===== src/rtl/wb_pkg.sv =====
`default_nettype none
// ============================================================================
// Module      : wb_pkg
// Description : Shared types and constants for the write-back arbiter slice.
// Revision    : 1.0 - initial release
// ============================================================================
package wb_pkg;

    localparam int XLEN_DEFAULT = 32;
    localparam int REG_W        = 5;

    typedef enum logic [1:0] {
        SRC_NONE = 2'd0,
        SRC_ALU  = 2'd1,
        SRC_BUF  = 2'd2,
        SRC_MEM  = 2'd3
    } src_e;

    // Only long-latency results retire a scoreboard reservation.
    function automatic logic is_mem_src(input src_e src);
        return (src == SRC_BUF) || (src == SRC_MEM);
    endfunction

endpackage
`default_nettype wire


===== src/rtl/wb_fifo.sv =====
`default_nettype none
// ============================================================================
// Module      : wb_fifo
// Description : Power-of-two FIFO holding long-latency results awaiting the port.
// Revision    : 1.0 - initial release
// ============================================================================
module wb_fifo #(
    parameter int WIDTH = 37,
    parameter int DEPTH = 2
) (
    input  logic                     clk,
    input  logic                     rst,
    input  logic                     push,
    input  logic                     pop,
    input  logic [WIDTH-1:0]         din,
    output logic [WIDTH-1:0]         dout,
    output logic                     full,
    output logic                     empty,
    output logic [$clog2(DEPTH):0]   count
);
    localparam int               c_aw   = $clog2(DEPTH);
    localparam logic [c_aw:0]    c_full = DEPTH[c_aw:0];

    logic [WIDTH-1:0] r_mem [DEPTH];
    logic [c_aw-1:0]  r_wr_ptr;
    logic [c_aw-1:0]  r_rd_ptr;
    logic [c_aw:0]    r_count;
    logic             w_push;
    logic             w_pop;

    assign full   = (r_count == c_full);
    assign empty  = (r_count == '0);
    assign count  = r_count;
    assign dout   = r_mem[r_rd_ptr];
    assign w_push = push && !full;
    assign w_pop  = pop && !empty;

    // Storage carries no reset; validity is tracked entirely by r_count.
    always_ff @(posedge clk) begin
        if (w_push) begin
            r_mem[r_wr_ptr] <= din;
        end
    end

    always_ff @(posedge clk or posedge rst) begin
        if (rst) begin
            r_wr_ptr <= '0;
            r_rd_ptr <= '0;
            r_count  <= '0;
        end else begin
            if (w_push) r_wr_ptr <= r_wr_ptr + 1'b1;
            if (w_pop)  r_rd_ptr <= r_rd_ptr + 1'b1;
            case ({w_push, w_pop})
                2'b10:   r_count <= r_count + 1'b1;
                2'b01:   r_count <= r_count - 1'b1;
                default: r_count <= r_count;
            endcase
        end
    end

endmodule
`default_nettype wire


===== src/rtl/wb_arbiter.sv =====
`default_nettype none
// ============================================================================
// Module      : wb_arbiter
// Description : Register-file write-back arbiter (ALU > buffer > direct mem),
//               with optional pending-write scoreboard (WB_SCOREBOARD_EN).
// Revision    : 1.0 - initial release
// ============================================================================
module wb_arbiter
    import wb_pkg::*;
#(
    parameter int XLEN  = XLEN_DEFAULT,
    parameter int DEPTH = 2
) (
    input  logic             clk,
    input  logic             rst,
    input  logic             alu_valid,
    input  logic [REG_W-1:0] alu_rd,
    input  logic [XLEN-1:0]  alu_data,
    input  logic             mem_valid,
    input  logic [REG_W-1:0] mem_rd,
    input  logic [XLEN-1:0]  mem_data,
    output logic             mem_ready,
    input  logic             iss_valid,
    input  logic [REG_W-1:0] iss_rd,
    input  logic [REG_W-1:0] q_rs1,
    input  logic [REG_W-1:0] q_rs2,
    output logic             hazard,
    output logic [REG_W-1:0] rd,
    output logic [XLEN-1:0]  writedata,
    output logic             regwrite,
    output logic             ovf
);
    localparam int            c_aw    = $clog2(DEPTH);
    localparam int            c_ew    = REG_W + XLEN;
    localparam logic [c_aw:0] c_depth = DEPTH[c_aw:0];

    logic [c_ew-1:0]  w_fifo_dout;
    logic             w_fifo_full;
    logic             w_fifo_empty;
    logic [c_aw:0]    w_fifo_count;
    logic [REG_W-1:0] w_buf_rd;
    logic [XLEN-1:0]  w_buf_data;
    src_e             w_sel;
    logic [REG_W-1:0] w_sel_rd;
    logic [XLEN-1:0]  w_sel_data;
    logic             w_push;
    logic             w_pop;
    logic             w_unused_ok;

    logic [REG_W-1:0] r_rd;
    logic [XLEN-1:0]  r_writedata;
    logic             r_regwrite;
    logic             r_ovf;

    wb_fifo #(
        .WIDTH (c_ew),
        .DEPTH (DEPTH)
    ) u_fifo (
        .clk   (clk),
        .rst   (rst),
        .push  (w_push),
        .pop   (w_pop),
        .din   ({mem_rd, mem_data}),
        .dout  (w_fifo_dout),
        .full  (w_fifo_full),
        .empty (w_fifo_empty),
        .count (w_fifo_count)
    );

    assign {w_buf_rd, w_buf_data} = w_fifo_dout;
    assign mem_ready = (w_fifo_count < c_depth);

    always_comb begin
        w_sel      = SRC_NONE;
        w_sel_rd   = '0;
        w_sel_data = '0;
        if (alu_valid) begin
            w_sel      = SRC_ALU;
            w_sel_rd   = alu_rd;
            w_sel_data = alu_data;
        end else if (!w_fifo_empty) begin
            w_sel      = SRC_BUF;
            w_sel_rd   = w_buf_rd;
            w_sel_data = w_buf_data;
        end else if (mem_valid) begin
            w_sel      = SRC_MEM;
            w_sel_rd   = mem_rd;
            w_sel_data = mem_data;
        end
    end

    // A full buffer refuses the push even when it is popped on the same edge.
    assign w_pop  = (w_sel == SRC_BUF);
    assign w_push = mem_valid && (w_sel != SRC_MEM) && mem_ready;

    always_ff @(posedge clk or posedge rst) begin
        if (rst) begin
            r_rd        <= '0;
            r_writedata <= '0;
            r_regwrite  <= 1'b0;
            r_ovf       <= 1'b0;
        end else begin
            if (w_sel != SRC_NONE) begin
                r_rd        <= w_sel_rd;
                r_writedata <= w_sel_data;
                r_regwrite  <= (w_sel_rd != '0);
            end else begin
                r_regwrite  <= 1'b0;
            end
            if (mem_valid && !mem_ready && (w_sel != SRC_MEM)) begin
                r_ovf <= 1'b1;
            end
        end
    end

    assign rd        = r_rd;
    assign writedata = r_writedata;
    assign regwrite  = r_regwrite;
    assign ovf       = r_ovf;

`ifdef WB_SCOREBOARD_EN
    logic [(1<<REG_W)-1:0] r_pending;
    logic [(1<<REG_W)-1:0] w_pending_nxt;

    // Clear first, then set, so a same-cycle reservation survives the retire.
    always_comb begin
        w_pending_nxt = r_pending;
        if (is_mem_src(w_sel)) begin
            w_pending_nxt[w_sel_rd] = 1'b0;
        end
        if (iss_valid && (iss_rd != '0)) begin
            w_pending_nxt[iss_rd] = 1'b1;
        end
        w_pending_nxt[0] = 1'b0;
    end

    always_ff @(posedge clk or posedge rst) begin
        if (rst) begin
            r_pending <= '0;
        end else begin
            r_pending <= w_pending_nxt;
        end
    end

    assign hazard      = r_pending[q_rs1] | r_pending[q_rs2];
    assign w_unused_ok = w_fifo_full;
`else
    assign hazard      = 1'b0;
    assign w_unused_ok = ^{w_fifo_full, iss_valid, iss_rd, q_rs1, q_rs2};
`endif

endmodule
`default_nettype wire


===== config.mk =====
export PLATFORM = sky130hd
export DESIGN_NAME = wb_arbiter
export DESIGN_NICKNAME = d
export VERILOG_FILES = /design/src/rtl/wb_pkg.sv /design/src/rtl/wb_fifo.sv /design/src/rtl/wb_arbiter.sv
export SDC_FILE = /design/constraint.sdc
export NUM_CORES = 1
export LEC_CHECK = 0
export ABC_AREA = 0
export CORE_AREA = 2 2 104 106
export DETAILED_ROUTE_END_ITERATION = 6
export DIE_AREA = 0 0 106 108
export PLACE_DENSITY = 0.83
export SLEW_MARGIN = 40
export SYNTH_ARGS = -nofsm -noshare
export SYNTH_HDL_FRONTEND = slang
export SYNTH_HIERARCHICAL = 1
export SYNTH_SLANG_ARGS = --single-unit
export TNS_END_PERCENT = 20

===== constraint.sdc =====
create_clock -name clk -period 5.36 [get_ports clk]
set_input_delay 0.536 -clock clk [delete_from_list [all_inputs] [get_ports clk]]
set_output_delay 0.536 -clock clk [all_outputs]
set_load 0.01 [all_outputs]

==> summary.md <==
| Metric | Value |
|---|---|
| Status | `complete, no violations` |
| Max incr delay on CP | `620 ps` |
| Clk pin slew, worst setup/hold paths | `60 ps` |
| GP Congestion | `0.6986` |
| Initial DRC Count | `179` |
| Post-route clock period utilization | `46.27%` |
| CTS tree | `yes` |
| Layer with the highest usage | `met2` |
| Post-placement cell count | `591` |
| Setup CP Type | `flop to flop` |
| First-pass GRT wire length | `17.67 mm` |
| CP Buf/Inv Count | `1` |
| Initial antenna violation count | `0` |
| Highest clock rate | `403.2 MHz` |
| Grt ovf | `0` |
| M3 GR Usage | `4.702%` |
| Setup_tns | `0 ps` |
| Crit-path max FO | `31` |
| Final Instance Area | `0.006855 mm^2` |
| CP Capture Type | `flop` |
| Mapped cell area | `0.005076 mm^2` |
| Delay-heaviest family, CP | `simple AND/OR/NAND/NOR gates` |
| Layout area overhead | `35.05%` |
| Largest net degree at the start of global routing | `75` |
| IO Port Bufs | `117` |
| Worst clock skew | `11.17 ps` |
| WL final | `11.06 mm` |
| Global-route met2 utilization | `36.13%` |
| Actual slew at the worst max-slew pin | `722.4 ps` |
| Hold-fix buffers, CTS | `0` |
| Longest Clk Path Bufs | `2` |
| Syn nets | `455` |
| Cell Count, Final, Fillers Out | `624` |
| Half-perimeter wire length after placement | `7.039 mm` |
| Gr usage total | `20.28%` |
| Full die area | `0.01145 mm^2` |
| PostCTS Resize Cnt | `0` |
| Crit start category | `flop` |
| Fin. Hold Viols | `0` |
| Leakage | `0.002540 uW` |
| Arr. time, crit path | `2890 ps` |
| DR vias/cell | `5.322` |
| Number of CTS-inserted buffers | `17` |
| Unrepaired setup endpoints after global routing | `no` |
| Fillers | `739` |
| Htree depth | `4` |
| Mapped Cells | `360` |
| Final min period | `2480 ps` |
| Reg-to-Reg End | `regwrite$_DFF_PP0_` |
| Drt first pass iters | `4` |
| Total number of vias | `3321` |
| Starting Density | `49.61%` |
| Row Count | `37` |
| Headroom to the max-slew limit | `51.84%` |
| Worst R2R Path Depth | `5` |
| Clock latency on the worst-skew pair | `500 ps` |
| M1 GR Usage | `24.56%` |
| Vias in the first global route | `3555` |
| Drt wl/cell | `17.73 um` |
| Total chip power | `3417 uW` |
| Max_cap viols | `0` |
| Total number of yosys warnings | `6` |
| Placed Instance Area | `0.006317 mm^2` |
| Core Area | `0.01023 mm^2` |
| Share of layout cells above drive strength 1 | `16.39%` |
| Clk sinks | `117` |
| CP Cell Sequence | `nor2_4 > buf_4 > and2_2 > a21oi_1 > o211ai_1` |
| PwrDens | `498.4 mW/mm^2` |
| # setup viols final | `0` |
| Worst EP required | `5770 ps` |
| Setup Buffers After CTS | `0` |
| Die Y | `108 um` |
| Launch point of the worst reg-to-reg path | `u_fifo/count[0]$_DFFE_PP0P_` |
| Detail Route Antenna Nets | `0` |
| DRC viols | `0` |
| # diodes | `0` |
| Maximum VDD drop | `0.0002564 V` |
| Final net count | `570` |
| Slew Viols, Final | `0` |
| Num ports | `135` |
| Hold/Removal Path Class | `input port to asynchronous set/reset pin` |
| CP max stage cell | `and2_2` |
| Flop2flop setup slack | `2880 ps` |
| Chip Width | `106 um` |
| Synthesized area per cell | `14.10 um^2` |
| Root buf cell | `clkbuf_8` |
## cell type report
| cell class | count | area (um^2) | share of cell area (%) |
|---|---|---|---|
| inverters | 4 | 17.52 | 0.2555 |
| multi-input cells | 213 | 1608 | 23.45 |
| well taps | 136 | 170.2 | 2.482 |
| clock buffers | 26 | 467.9 | 6.826 |
| repair buffers | 122 | 1235 | 18.01 |
| flip-flops and latches | 117 | 3302 | 48.17 |
| clock inverters | 6 | 55.05 | 0.8031 |
## worst register-to-register path: stages (launching register included)
cell and delay (ps):
dfrtp_1 460, nor2_4 560, buf_4 370, and2_2 630, a21oi_1 200, o211ai_1 180
## stage by stage
step	utilization, %	hold slack, ps	setup slack (ps)
CTS	66.86	314.7	2885
finish	67.01	334.0	2880
global placement	61.27	466.3	2281
floorplan	-	302.1	2398
global route	67.01	338.7	2674
detailed placement	61.75	464.8	2512
## layer usage
layer  part of all wire (%)  routed length, um  vias to the layer above
met2                     52               5800                       96
met5                      0                  0                        -
met4                   0.59                 65                        0
met3                    4.8                534                        5
met1                     42               4662                     1644
li1                       -                  -                     1576
## flip-flops by register name, summed over array words and instances, names as in the netlist
register and cells:
u_fifo/count 2, ovf 1, u_fifo/r_mem 74, writedata 32, regwrite 1, u_fifo/r_wr_ptr 1
rd 5, u_fifo/r_rd_ptr 1
## power by group
group          internal, uW  switching, uW  leakage, uW
clock                   634            363     0.000261
combinational           591            471      0.00110
sequential             1190            168      0.00118
## layout by cell type, fill, tap and decap left out, drive strengths merged
cell,n
xnor2,3
edfxtp,74
bufinv,1
dfrtp,43
nor2,6
xor2,2
nand3,4
mux2,37
conb,1
and2b,6
inv,3
o21bai,1
nand2b,6
and3,1
and2,1
ha,1
a22oi,32
a31oi,6
o21ai,32
nor2b,32
buf,6
nor4,1
clkbuf,26
clkinv,6
a21oi,31
clkdlybuf4s50,116
o211ai,2
nand2,4
a21o,4
## worst max-delay path by stage
stage | start | to | cells after the start
2_1_floorplan | u_fifo/count[1]$_DFFE_PP0P_ | u_fifo/r_mem[0][0]$_DFFE_PP_ | 7
3_3_place_gp | alu_valid | u_fifo/r_mem[0][14]$_DFFE_PP_ | 7
3_5_place_dp | alu_valid | u_fifo/r_mem[0][17]$_DFFE_PP_ | 8
4_1_cts | u_fifo/count[0]$_DFFE_PP0P_ | regwrite$_DFF_PP0_ | 5
5_1_grt | u_fifo/count[0]$_DFFE_PP0P_ | rd[0]$_DFFE_PP0P_ | 5
6_report | u_fifo/count[0]$_DFFE_PP0P_ | regwrite$_DFF_PP0_ | 5
Note: power is estimated with default switching activity, not from simulation.
==> RTL change (config.mk and constraints unchanged) <==
Change the package constant `REG_W` from 5 to 7.
--- a/src/rtl/wb_pkg.sv
+++ b/src/rtl/wb_pkg.sv
@@ -9,3 +9,3 @@
     localparam int XLEN_DEFAULT = 32;
-    localparam int REG_W        = 5;
+    localparam int REG_W        = 7;
 
Ports: changed (6 resized); port bits go from 135 to 147. No check against the original RTL was run, so the function may have changed too.
==> RTL change against the original RTL <==
- power increased by 4.2%
- setup slack got worse by 0.29 ns
- via count increased by 2.4%
- core utilization increased by 1.9 points
- cell count decreased by 1.1%
- routed wire length increased by 3.5%
- sequential cell count increased by 6
- critical path depth unchanged
- area after synthesis about the same
- cell area increased by 2.8%
- clock power increased by 14%
- largest cell class unchanged
==> RTL change: results (changes against the original RTL) <==
### Outcome
* **outcome** complete, no violations, unchanged

### Routing
* **Iter 0 DRT Violations** 160, was 179
* **met3 wire length** 536 um, was 534 um
* **met2 routed wirelength** 5970 um, was 5800 um
* **Max Used Layer** met4, unchanged
* **total vias in the final route** 3,400, was 3,321
* **DRT met1 WL** 4710 um, was 4660 um
* **number of search-and-repair iterations in the first detailed-routing pass** 6, was 4
* **WL final** 11,400 um, was 11,100 um

### Clock network
* **H-tree depth reported by CTS** 4, unchanged
* **total CTS buffers** 17, unchanged
* **clock-pin transition on the worst setup and hold timing paths** 0.06 ns, about the same
* **clk_lat worst skew** 0.51 ns
* **Root Buffer Master** clkbuf_8, unchanged
* **PostCTS Resize Cnt** 0, unchanged
* **Post-CTS Setup Repair Bufs** 0, unchanged
* **CTS Buffer Depth** 2, unchanged

### Layout
* **nets** 573, was 570
* **register bank with the most flops** u_fifo/r_mem, unchanged
* **number of flip-flops in the largest register** 78, was 74
* **Non-Filler Instances** 617, was 624
* **number of filler instances in the final layout** 690, was 739
* **diodes inserted** 0, unchanged
* **fraction of layout instances using a drive strength above 1** 17.7%, was 16.4%

### Timing
* **endpoints failing hold** 0, unchanged
* **Setup Skew** 0.00842 ns, was 0.0112 ns
* **tightest slew margin relative to the limit** 45.3%, was 51.8%

### Pwr
* **Leakage Power** 2.55 nW, was 2.54 nW
* **switching share of power** 28.4%, was 29.3%
* **largest vdd supply drop** 0.256 mV, about the same

### Global routing
* **via count of the first global-routing pass** 3,688, was 3,555
* **Global Route met2 Usage** 37.1%, was 36.1%
* **GRT met1 Usage** 24.2%, was 24.6%
* **global routing usage summed across all routing layers** 21.0%, was 20.3%
* **first-pass GRT wire length** 18,300 um, was 17,700 um
* **initial antenna violation count** 0, unchanged
* **pin count of the biggest net entering global routing** 80, was 75
* **met3 usage in global routing** 5.42%, was 4.70%

### Hold path
* **worst min path class** in2async, unchanged

### Setup path
* **worst endpoint data arrival time** 3.16 ns, was 2.89 ns
* **maximum fanout count along the critical path** 36, was 31
* **reg-to-reg setup timing slack** 2.58 ns, was 2.88 ns

### Place
* **I/O Buffers** 123, was 117
* **placer's final routability congestion estimate** 0.720, was 0.699
* **Final HPWL DP** 7140 um, was 7040 um
* **instance count after placement with tap cells included** 585, was 591

### Synthesis
* **Post-Synthesis Cells** 347, was 360
* **Syn. warnings** 6, unchanged
* **synthesized netlist net count** 452, was 455

==> RTL change: area by class of cell <==
type                    count  area (um2)  area share (%)
repair buffers            128        1310            18.6
well taps                 136         170            2.41
inverters                   6        25.0           0.355
multi-input cells         192        1470            20.9
flip-flops and latches    123        3470            49.3
clock buffers              19         422            5.98
clock inverters            13         175            2.48
==> RTL change: critical path, stage by stage, from the launching register on <==
cell and delay (ns):
dfrtp_1 0.42, nor2_1 0.66, inv_2 0.53, a221oi_1 0.41
a21oi_1 0.12, or4_1 0.50
==> RTL change: final timing paths <==
path                       cells past startpoint         endpoint       startpoint
setup / recovery                               5         regwrite  u_fifo/count[0]
hold / removal                                 2  u_fifo/r_wr_ptr              rst
setup reg to reg                               5         regwrite  u_fifo/count[0]
hold reg to reg                                2            rd[3]            rd[3]
max in group asynchronous                      2    writedata[22]              rst
min in group clk                               2            rd[3]            rd[3]
==> RTL change: power by group through the flow <==
stage / logic (W) / clock network (W) / registers, W
floorplan: 0.000610 / 0 / 0.00139
global placement: 0.000964 / 0 / 0.00141
detailed placement: 0.00102 / 0 / 0.00142
CTS: 0.00103 / 0.00116 / 0.00140
global route: 0.00110 / 0.00120 / 0.00143
finish: 0.00102 / 0.00114 / 0.00140
==> RTL change: through the flow <==
stage / hold WS (ns) / total power (W) / cell area [um2] / util, % / worst slack (ns)
floorplan: 0.302 / 0.00200 / 5080 / - / 2.24
global placement: 0.465 / 0.00237 / 6370 / 62.3 / 2.45
detailed placement: 0.464 / 0.00244 / 6450 / 63.1 / 2.64
CTS: 0.303 / 0.00359 / 7050 / 68.9 / 2.63
global route: 0.327 / 0.00374 / 7050 / 68.9 / 2.36
finish: 0.314 / 0.00356 / 7050 / 68.9 / 2.58
